<file path="src/rtl/video_timing_gen.sv">
// Free-running raster timing generator: h/v counters plus a registered decode that
// produces sync, data-enable, active coordinates and a frame-start pulse.
module video_timing_gen #(
  parameter int H_ACTIVE = 1920,
  parameter int H_FP     = 88,
  parameter int H_SYNC   = 44,
  parameter int H_BP     = 148,
  parameter int V_ACTIVE = 1080,
  parameter int V_FP     = 4,
  parameter int V_SYNC   = 5,
  parameter int V_BP     = 36,
  parameter bit HS_POL   = 1'b1,
  parameter bit VS_POL   = 1'b1
) (
  input  logic        clk,
  input  logic        rst,
  input  logic        en,
  output logic [15:0] hactive,
  output logic [15:0] vactive,
  output logic        timing_hs,
  output logic        timing_vs,
  output logic        timing_de,
  output logic [11:0] timing_x,
  output logic [11:0] timing_y,
  output logic        frame_start
);

  localparam int H_TOTAL = H_SYNC + H_BP + H_ACTIVE + H_FP;
  localparam int V_TOTAL = V_SYNC + V_BP + V_ACTIVE + V_FP;

  localparam logic [11:0] H_LAST      = 12'(H_TOTAL - 1);
  localparam logic [11:0] V_LAST      = 12'(V_TOTAL - 1);
  localparam logic [11:0] H_SYNC_END  = 12'(H_SYNC);
  localparam logic [11:0] V_SYNC_END  = 12'(V_SYNC);
  localparam logic [11:0] H_ACT_START = 12'(H_SYNC + H_BP);
  localparam logic [11:0] V_ACT_START = 12'(V_SYNC + V_BP);
  localparam logic [11:0] H_ACT_END   = 12'(H_SYNC + H_BP + H_ACTIVE);
  localparam logic [11:0] V_ACT_END   = 12'(V_SYNC + V_BP + V_ACTIVE);

  logic [11:0] r_h_cnt;
  logic [11:0] r_v_cnt;
  logic        r_hs;
  logic        r_vs;
  logic        r_de;
  logic [11:0] r_x;
  logic [11:0] r_y;
  logic        r_frame_start;

  logic        w_hs;
  logic        w_vs;
  logic        w_h_act;
  logic        w_v_act;
  logic        w_de;
  logic [11:0] w_x;
  logic [11:0] w_y;
  logic        w_frame_start;

  assign hactive = 16'(H_ACTIVE);
  assign vactive = 16'(V_ACTIVE);

  // Decode of the current counter position; registered below for one-cycle latency.
  // NOTE: every always_comb output gets a default first so no path can infer a latch.
  always_comb begin
    w_hs          = ~HS_POL;
    w_vs          = ~VS_POL;
    w_x           = '0;
    w_y           = '0;
    w_h_act       = (r_h_cnt >= H_ACT_START) && (r_h_cnt < H_ACT_END);
    w_v_act       = (r_v_cnt >= V_ACT_START) && (r_v_cnt < V_ACT_END);
    w_de          = w_h_act && w_v_act;
    w_frame_start = (r_h_cnt == '0) && (r_v_cnt == '0);
    if (r_h_cnt < H_SYNC_END) w_hs = HS_POL;
    if (r_v_cnt < V_SYNC_END) w_vs = VS_POL;
    if (w_de) begin
      w_x = r_h_cnt - H_ACT_START;
      w_y = r_v_cnt - V_ACT_START;
    end
  end

  // NOTE: sequential state uses non-blocking assignments so every register samples
  // the pre-edge values of the counters together.
  always_ff @(posedge clk) begin
    if (rst) begin
      r_h_cnt       <= '0;
      r_v_cnt       <= '0;
      r_hs          <= ~HS_POL;
      r_vs          <= ~VS_POL;
      r_de          <= 1'b0;
      r_x           <= '0;
      r_y           <= '0;
      r_frame_start <= 1'b0;
    end else if (en) begin
      if (r_h_cnt == H_LAST) begin
        r_h_cnt <= '0;
        r_v_cnt <= (r_v_cnt == V_LAST) ? 12'd0 : r_v_cnt + 12'd1;
      end else begin
        r_h_cnt <= r_h_cnt + 12'd1;
      end
      r_hs          <= w_hs;
      r_vs          <= w_vs;
      r_de          <= w_de;
      r_x           <= w_x;
      r_y           <= w_y;
      r_frame_start <= w_frame_start;
    end
  end

  assign timing_hs   = r_hs;
  assign timing_vs   = r_vs;
  assign timing_de   = r_de;
  assign timing_x    = r_x;
  assign timing_y    = r_y;
  assign frame_start = r_frame_start;

endmodule

</file>
<file path="config.mk">
export PLATFORM = sky130hd
export DESIGN_NAME = video_timing_gen
export DESIGN_NICKNAME = d
export VERILOG_FILES = /design/src/rtl/video_timing_gen.sv
export SDC_FILE = /design/constraint.sdc
export NUM_CORES = 1
export LEC_CHECK = 0
export ABC_AREA = 1
export CORE_ASPECT_RATIO = 1.5
export CORE_UTILIZATION = 35
export DETAILED_ROUTE_END_ITERATION = 7
export DONT_BUFFER_PORTS = 1
export MAX_ROUTING_LAYER = met4
export PLACE_DENSITY = 0.52
export SYNTH_ARGS = -nofsm -noshare
export SYNTH_HDL_FRONTEND = slang
export SYNTH_SLANG_ARGS = --single-unit
</file>
<file path="constraint.sdc">
create_clock -name clk -period 2.12 [get_ports clk]
set_clock_uncertainty 0.05 [all_clocks]
set_input_delay 0.318 -clock clk [delete_from_list [all_inputs] [get_ports clk]]
set_output_delay 0.318 -clock clk [all_outputs]
set_load 0.05 [all_outputs]
</file>
==> impl_summary.txt, run 1 <==
----------------------------------------------------
[Clock network]
  CTS Hold Buffers Added ... 0
  H-tree Lvls ... 2
  CTS tree ... yes
  Buffer depth of the longest clock path ... 2
  Clock-pin transition on the worst setup and hold timing paths ... ~0.080 ns
  Worst-Skew Late Latency ... approximately 0.30 ns
  Cts bufs inserted ... 5
  Buffer type at the clock tree root ... sky130_fd_sc_hd__clkbuf_16
  Number of clock sinks seen by CTS ... between 50 and 60

[Placed design]
  Final weighted congestion in routability-driven placement ... between 0.8 and 0.9
  Count of input and output buffers ... 0
  HPWL after DPL ... between 5000 and 6000 µm
  Number of cells after detailed placement ... 536
  Minimum setup slack after placement ... approximately 0.14 ns

[Die]
  Initial Utilization ... a little over a third
  Die W ... 77.96 µm
  Die span in y ... approximately 120 µm
  Die footprint ... 9039 µm²
  Std cell rows ... 41
  Core outline area ... 8413 µm²
  I/O pins ... 63

[Timing]
  Slew at the pin with the worst max-slew slack ... roughly 0.55 ns
  Worst Setup Slack, final ... between 0.2 and 0.3 ns
  Period minus WS final ... about 1.9 ns
  Max_slew headroom ... 63.23%
  Setup TNS after final layout ... 0 ns
  Worst hold margin ... approximately 0.026 ns
  Fin. Hold Viols ... 0
  Number of endpoints failing setup at the final stage ... 0
  Final Cycle Share ... between 80% and 90%
  Fmax ... 0.5357 GHz
  Count of pins over their slew limit ... 0
  Unrepaired setup endpoints after global routing ... no

[Cells and area]
  Final non-filler cell total ... around 540
  Sequential cell area in the final layout ... ~1000 µm²
  Area occupied by multi-input gates ... 1635 µm²
  Net total in the final layout ... about 450
  Fillers ... around 950
  Share of cells above drive strength 1 ... between 9 and 10%
  Ant. Diodes ... 0
  Signed area change from the synthesized netlist to the final layout ... 4.667%

[Synthesis]
  Synth Register Bits ... 52
  Library cells used by synthesis ... 33
  Arithmetic-cell share of the synthesized area counting full adders, half adders and majority gates ... 3.717%
  Post-Synth Simple-Gate Area ... approximately 34%
  Post-synth ARST share ... 0%
  Xor/xnor cell area share of the yosys netlist ... 2.313%
  Complex-gate fraction of the synthesized area ... approximately a tenth
  Combined area of all synthesized cells ... 3029 µm²
  Prevailing post-synth register cell ... sky130_fd_sc_hd__dfxtp_1
  Sequential fraction of the synthesis area ... about a third
  Syn. warnings ... 0
  Gate count after technology mapping ... 437
  Number of flops mapped to enable cells by yosys ... 0
  Dominant combinational cell family by area after synthesis ... simple AND/OR/NAND/NOR gates
  Syn_area_per_cell ... approximately 6.9 µm²
  Mux share of post-synthesis cell area ... 0%

[Routing]
  Number of remaining DRC errors ... 0
  Total wire length after detailed routing ... 7426 µm
  Number of routed nets with antenna violations ... 0
  Average via count per standard cell ... around 4.8
  Average detailed-routed wire length per instance ... around 14 µm
  Number of violations reported at the end of detailed-routing iteration 0 ... 129
  Vias ... 2,623
  Detailed Routing Iterations Pass 1 ... 4

[Critical path]
  Kind of end point of the critical path ... flip-flop
  Critical path peak fanout ... 20
  Arrival @ worst endpoint ... about 2 ns
  WP data required ... roughly 2.3 ns
  Category of the critical setup timing path ... flip-flop to flip-flop
  Critical Path Start Type ... flip-flop

[GRT]
  Grt total ovfl ... 0
  Number of antenna violations at the first check in global routing ... 0
  Via count of the first global-routing pass ... 2,562
  Maximum number of pins on one net before global-route repair ... 33
  Wire length of the first global-routing pass ... about 12,000 µm
  GRT Util Overall ... approximately 18%

[Power]
  Largest voltage drop on the vdd net ... 0.2937 mV
  Static leakage power ... 1.316 nW
  Ratio of total power to cell area ... 644.9 nW/µm²
  Total power ... ~2.0 mW

[Flow run]
  Max-cap violation count ... 0

[Run status]
  Status ... finished, final reports clean

[Hold path]
  Worst min path class ... primary input to flip-flop

----------------------------------------------------
-- kinds of logic after synthesis --
logic type,count (synthesis)
simple gates,224
fa+ha+maj,9
other cells,2
buf+inv,83
flops,52
xor+xnor,8
compound gates,59
-- power by group --
group	internal [mW]	total, mW	switching, mW
clock network	0.450	0.867	0.417
registers	0.984	1.01	0.0226
logic	0.0152	0.171	0.156
-- worst paths after layout --
kind	endpoint	cells past startpoint	slack [ns]	start
max	timing_x[10]	11	0.25	r_v_cnt[1]
min	timing_x[8]	1	0.03	rst
max reg2reg	timing_x[10]	11	0.25	r_v_cnt[1]
min reg2reg	timing_x[1]	2	0.44	r_h_cnt[1]
-- routing by layer --
metal / track usage [%] / up-vias / share of wire [%] / wire length, µm
met5: - / - / 0 / 0
met2: 33.04 / 55 / 54 / 4012
met4: 8.642 / 0 / 3.3 / 245
li1: - / 1349 / - / -
met3: 3.071 / 19 / 3.2 / 234
met1: 17.68 / 1200 / 39 / 2933
-- timing repair --
| action | 4_1_cts | 5_1_grt |
|---|---|---|
| endpoints found under the hold margin | 0 | 0 |
| buffers inserted | 0 | 0 |
| endpoints found under the setup margin | 0 | 21 |
| gates resized for setup | 0 | 2 |
-- flip-flops by register name, summed over array words and instances (netlist names) --
| register | flops |
|---|---|
| timing_vs | 1 |
| timing_x | 12 |
| timing_de | 1 |
| r_v_cnt | 12 |
| timing_hs | 1 |
| timing_y | 12 |
| frame_start | 1 |
| r_h_cnt | 12 |
-- final cells by class --
class / count / area share (%)
flip-flops and latches: 52 / 32.83
multi-input cells: 332 / 51.58
clock inverters: 3 / 0.8682
repair buffers: 7 / 2.052
clock buffers: 5 / 3.946
inverters: 38 / 4.499
well taps: 107 / 4.223
-- stage by stage --
step	util, %	cell area [µm²]
floorplan	-	3142
global placement	35.84	3015
detailed placement	35.84	3015
CTS	37.66	3168
global route	37.69	3171
finish	37.69	3171
-- synthesized netlist by cell type (all sizes together) (6+ instances only) --
master,count,area [µm²]
nor3,9,60.06
nand3,39,205.2
a21oi,43,222.7
nand2,118,460.4
o21ai,13,65.06
buf,39,302.8
xor2,7,61.31
clkbuf,6,22.52
dfxtp,52,1041
nor2,39,173.9
nand4,12,75.07
inv,37,138.9
ha,9,112.6
-- worst max-delay path: stages (launching register included) --
cell	delay [ns]
sky130_fd_sc_hd__dfxtp_1	0.32
sky130_fd_sc_hd__inv_2	0.12
sky130_fd_sc_hd__ha_2	0.23
sky130_fd_sc_hd__inv_1	0.06
sky130_fd_sc_hd__nor2_2	0.10
sky130_fd_sc_hd__nand2_1	0.08
sky130_fd_sc_hd__nand3_1	0.10
sky130_fd_sc_hd__nand3_1	0.12
sky130_fd_sc_hd__nor2_4	0.24
sky130_fd_sc_hd__buf_12	0.18
sky130_fd_sc_hd__o21ai_0	0.09
sky130_fd_sc_hd__a21oi_1	0.11
-- placed cells by master, fill, tap and decap left out, types with 4 or more instances in the layout --
cell type	Yosys	layout
sky130_fd_sc_hd__nand2_1	113	113
sky130_fd_sc_hd__dfxtp_1	52	52
sky130_fd_sc_hd__a21oi_1	41	41
sky130_fd_sc_hd__nand3_1	37	37
sky130_fd_sc_hd__nor2_1	32	32
sky130_fd_sc_hd__conb_1	2	32
sky130_fd_sc_hd__inv_1	32	31
sky130_fd_sc_hd__o21ai_0	13	13
sky130_fd_sc_hd__nand4_1	12	12
sky130_fd_sc_hd__ha_1	9	8
sky130_fd_sc_hd__xor2_1	7	7
sky130_fd_sc_hd__inv_2	5	6
sky130_fd_sc_hd__nor3_1	6	6
sky130_fd_sc_hd__buf_4	33	6
sky130_fd_sc_hd__nor2_2	5	5
sky130_fd_sc_hd__clkbuf_16	0	5
sky130_fd_sc_hd__nand2_2	4	4
Power figures use the tool's default switching activity.
==> run 2, diff against run 1 <==
- CTS_CLUSTER_DIAMETER: default -> 80
- HOLD_SLACK_MARGIN: default -> 0.1
- SKIP_LAST_GASP: default -> 1
==> run 2 against run 1 <==
  * Sequential share of layout area decreased by 0.31 points
  * Combinational power increased by 9%
  * First-iteration DRC count decreased by 1.6%
  * Utilization increased by 0.36 points
  * Wire length increased by 1.7%
  * Maximum frequency about the same
  * Critical path depth unchanged
  * Final cell count increased by 0.37%
  * Die area unchanged
==> impl_summary.txt, run 2 (synthesis gave the netlist of run 1 again) <==
----------------------------------------------------
[GRT]
  Maximum number of pins on one net before global-route repair ... 32 (-3.0%)
  GRT Util Overall ... 17.93% (+0.22 points)
  Grt total ovfl ... 0 (unchanged)
  Wire length of the first global-routing pass ... 12,230 µm (+1.0%)
  Number of antenna violations at the first check in global routing ... 0 (unchanged)
  Via count of the first global-routing pass ... 2,562 (unchanged)

[Timing]
  Period minus WS final ... 1.869 ns (+0.001744 ns)
  Max_slew headroom ... 62.92% (-0.31 points)
  Unrepaired setup endpoints after global routing ... no
  Slew at the pin with the worst max-slew slack ... 0.5554 ns (+0.004672 ns)
  Count of pins over their slew limit ... 0 (unchanged)
  Fmax ... 0.5352 GHz (about the same)
  Final Cycle Share ... 88.14% (about the same)
  Fin. Hold Viols ... 0 (unchanged)
  Setup TNS after final layout ... 0 ns (unchanged)
  Number of endpoints failing setup at the final stage ... 0 (unchanged)

[Cells and area]
  Signed area change from the synthesized netlist to the final layout ... 5.659%
  Ant. Diodes ... 0 (unchanged)
  Net total in the final layout ... 450 (+0.45%)
  Most common library cell in the layout ignoring fill and taps ... sky130_fd_sc_hd__nand2_1
  Share of cells above drive strength 1 ... 10.02% (+0.18 points)
  Commonest cells after routing, fill and taps aside ... sky130_fd_sc_hd__nand2_1, sky130_fd_sc_hd__dfxtp_1, sky130_fd_sc_hd__a21oi_1

[Clock network]
  # Post-CTS Setup Buffers ... 0 (unchanged)
  Buffer type at the clock tree root ... sky130_fd_sc_hd__clkbuf_16
  Cts bufs inserted ... 5 (unchanged)
  CTS tree ... yes
  Buffer depth of the longest clock path ... 2 (unchanged)
  H-tree Lvls ... 2 (unchanged)
  Number of clock sinks seen by CTS ... 52 (unchanged)
  Clock-pin transition on the worst setup and hold timing paths ... 0.08 ns (about the same)
  Worst-Skew Late Latency ... 0.30 ns (about the same)

[Routing]
  Total wire length after detailed routing ... 7552 µm (+1.7%)
  Number of violations reported at the end of detailed-routing iteration 0 ... 127 (-1.6%)
  Vias ... 2,655 (+1.2%)
  Average via count per standard cell ... 4.863 (+0.85%)
  Detailed Routing Iterations Pass 1 ... 4 (unchanged)
  Number of remaining DRC errors ... 0 (unchanged)
  Number of routed nets with antenna violations ... 0 (unchanged)
  Average detailed-routed wire length per instance ... 13.83 µm (+1.3%)

[Hold path]
  Hold wc startpoint ... en
  Worst min path class ... primary input to flip-flop

[Critical path]
  Kind of end point of the critical path ... flip-flop
  Category of the critical setup timing path ... flip-flop to flip-flop
  Critical path peak fanout ... 20 (unchanged)
  Critical Path Start Type ... flip-flop
  Launch instance of the worst register-to-register path ... r_v_cnt[1]
  Worst setup path start ... r_v_cnt[1]
  WP data required ... 2.31 ns (about the same)
  Arrival @ worst endpoint ... 2.06 ns (about the same)

[Placed design]
  Count of input and output buffers ... 0 (unchanged)
  Final weighted congestion in routability-driven placement ... 0.8956 (unchanged)
  HPWL after DPL ... 5725 µm (unchanged)

[Run status]
  Status ... finished, final reports clean

[Die]
  Die W ... 77.96 µm (unchanged)
  Std cell rows ... 41 (unchanged)
  Die span in y ... 115.9 µm (unchanged)
  I/O pins ... 63 (unchanged)
  Initial Utilization ... 36.01% (unchanged)
  Die footprint ... 9039 µm² (unchanged)
  Core outline area ... 8413 µm² (unchanged)

[Power]
  Largest voltage drop on the vdd net ... 0.2932 mV (-0.18%)
  Static leakage power ... 1.329 nW (+1.0%)
  Ratio of total power to cell area ... 643.3 nW/µm² (-0.24%)
  Total power ... 2.059 mW (+0.71%)

[Flow run]
  Max-cap violation count ... 0 (unchanged)

----------------------------------------------------
[run 2: cell types whose count changed in the layout (fill, tap and decap cells not counted), sizes merged]
cell,delta
dlygate4sd3,+1
buf,+1
[run 2: per-stage QoR]
stage	area [µm²]	cells	hold slack, ns	util, %	setup slack, ns
floorplan	3142	467	0.3465	-	0.4131
global placement	3015	536	0.3373	35.84	0.2638
detailed placement	3015	536	0.3378	35.84	0.1443
CTS	3198	546	0.1561	38.01	0.1310
global route	3201	546	0.1848	38.04	0.04180
finish	3201	546	0.1616	38.04	0.2514
[run 2: report_power, final]
| part | switching [mW] | internal, mW | leakage (nW) |
|---|---|---|---|
| sequential | 0.0226 | 0.984 | 0.420 |
| combinational | 0.166 | 0.0203 | 0.837 |
| clock | 0.416 | 0.450 | 0.0719 |
[run 2: path summary, 6_finish.rpt]
check	endpoint	cells after the start	slack, ns
setup / recovery	timing_x[10]	11	0.25
hold / removal	r_h_cnt[0]	3	0.16
hold reg to reg	timing_x[1]	2	0.45
setup reg to reg	timing_x[10]	11	0.25
[run 2: routing by layer]
metal | up-vias | wire length (µm) | track usage (%) | part of all wire, %
li1 | 1354 | - | - | -
met5 | - | 0 | - | 0
met2 | 68 | 4073 | 33.10 | 54
met3 | 19 | 276 | 3.228 | 3.7
met4 | 0 | 250 | 8.395 | 3.3
met1 | 1214 | 2953 | 18.26 | 39
[run 2: critical path, cell delays in order (launching register included)]
cell	delay, ns
sky130_fd_sc_hd__dfxtp_1	0.32
sky130_fd_sc_hd__inv_2	0.12
sky130_fd_sc_hd__ha_2	0.23
sky130_fd_sc_hd__inv_1	0.06
sky130_fd_sc_hd__nor2_2	0.10
sky130_fd_sc_hd__nand2_1	0.08
sky130_fd_sc_hd__nand3_1	0.10
sky130_fd_sc_hd__nand3_1	0.12
sky130_fd_sc_hd__nor2_4	0.24
sky130_fd_sc_hd__buf_12	0.18
sky130_fd_sc_hd__o21ai_0	0.09
sky130_fd_sc_hd__a21oi_1	0.11
[run 2: cell type report]
cell class	count	area, µm²
clock buffers	5	125.1
clock inverters	3	27.53
fillers	942	5213
inverters	38	142.6
multi-input cells	332	1635
flip-flops and latches	52	1041
well taps	107	133.9
repair buffers	9	95.09
[run 2: timing repair]
action	4_1_cts	5_1_grt
hold buffers	2	0
endpoints found under the setup margin	0	21
endpoints found under the hold margin	32	0
gates resized for setup	0	2
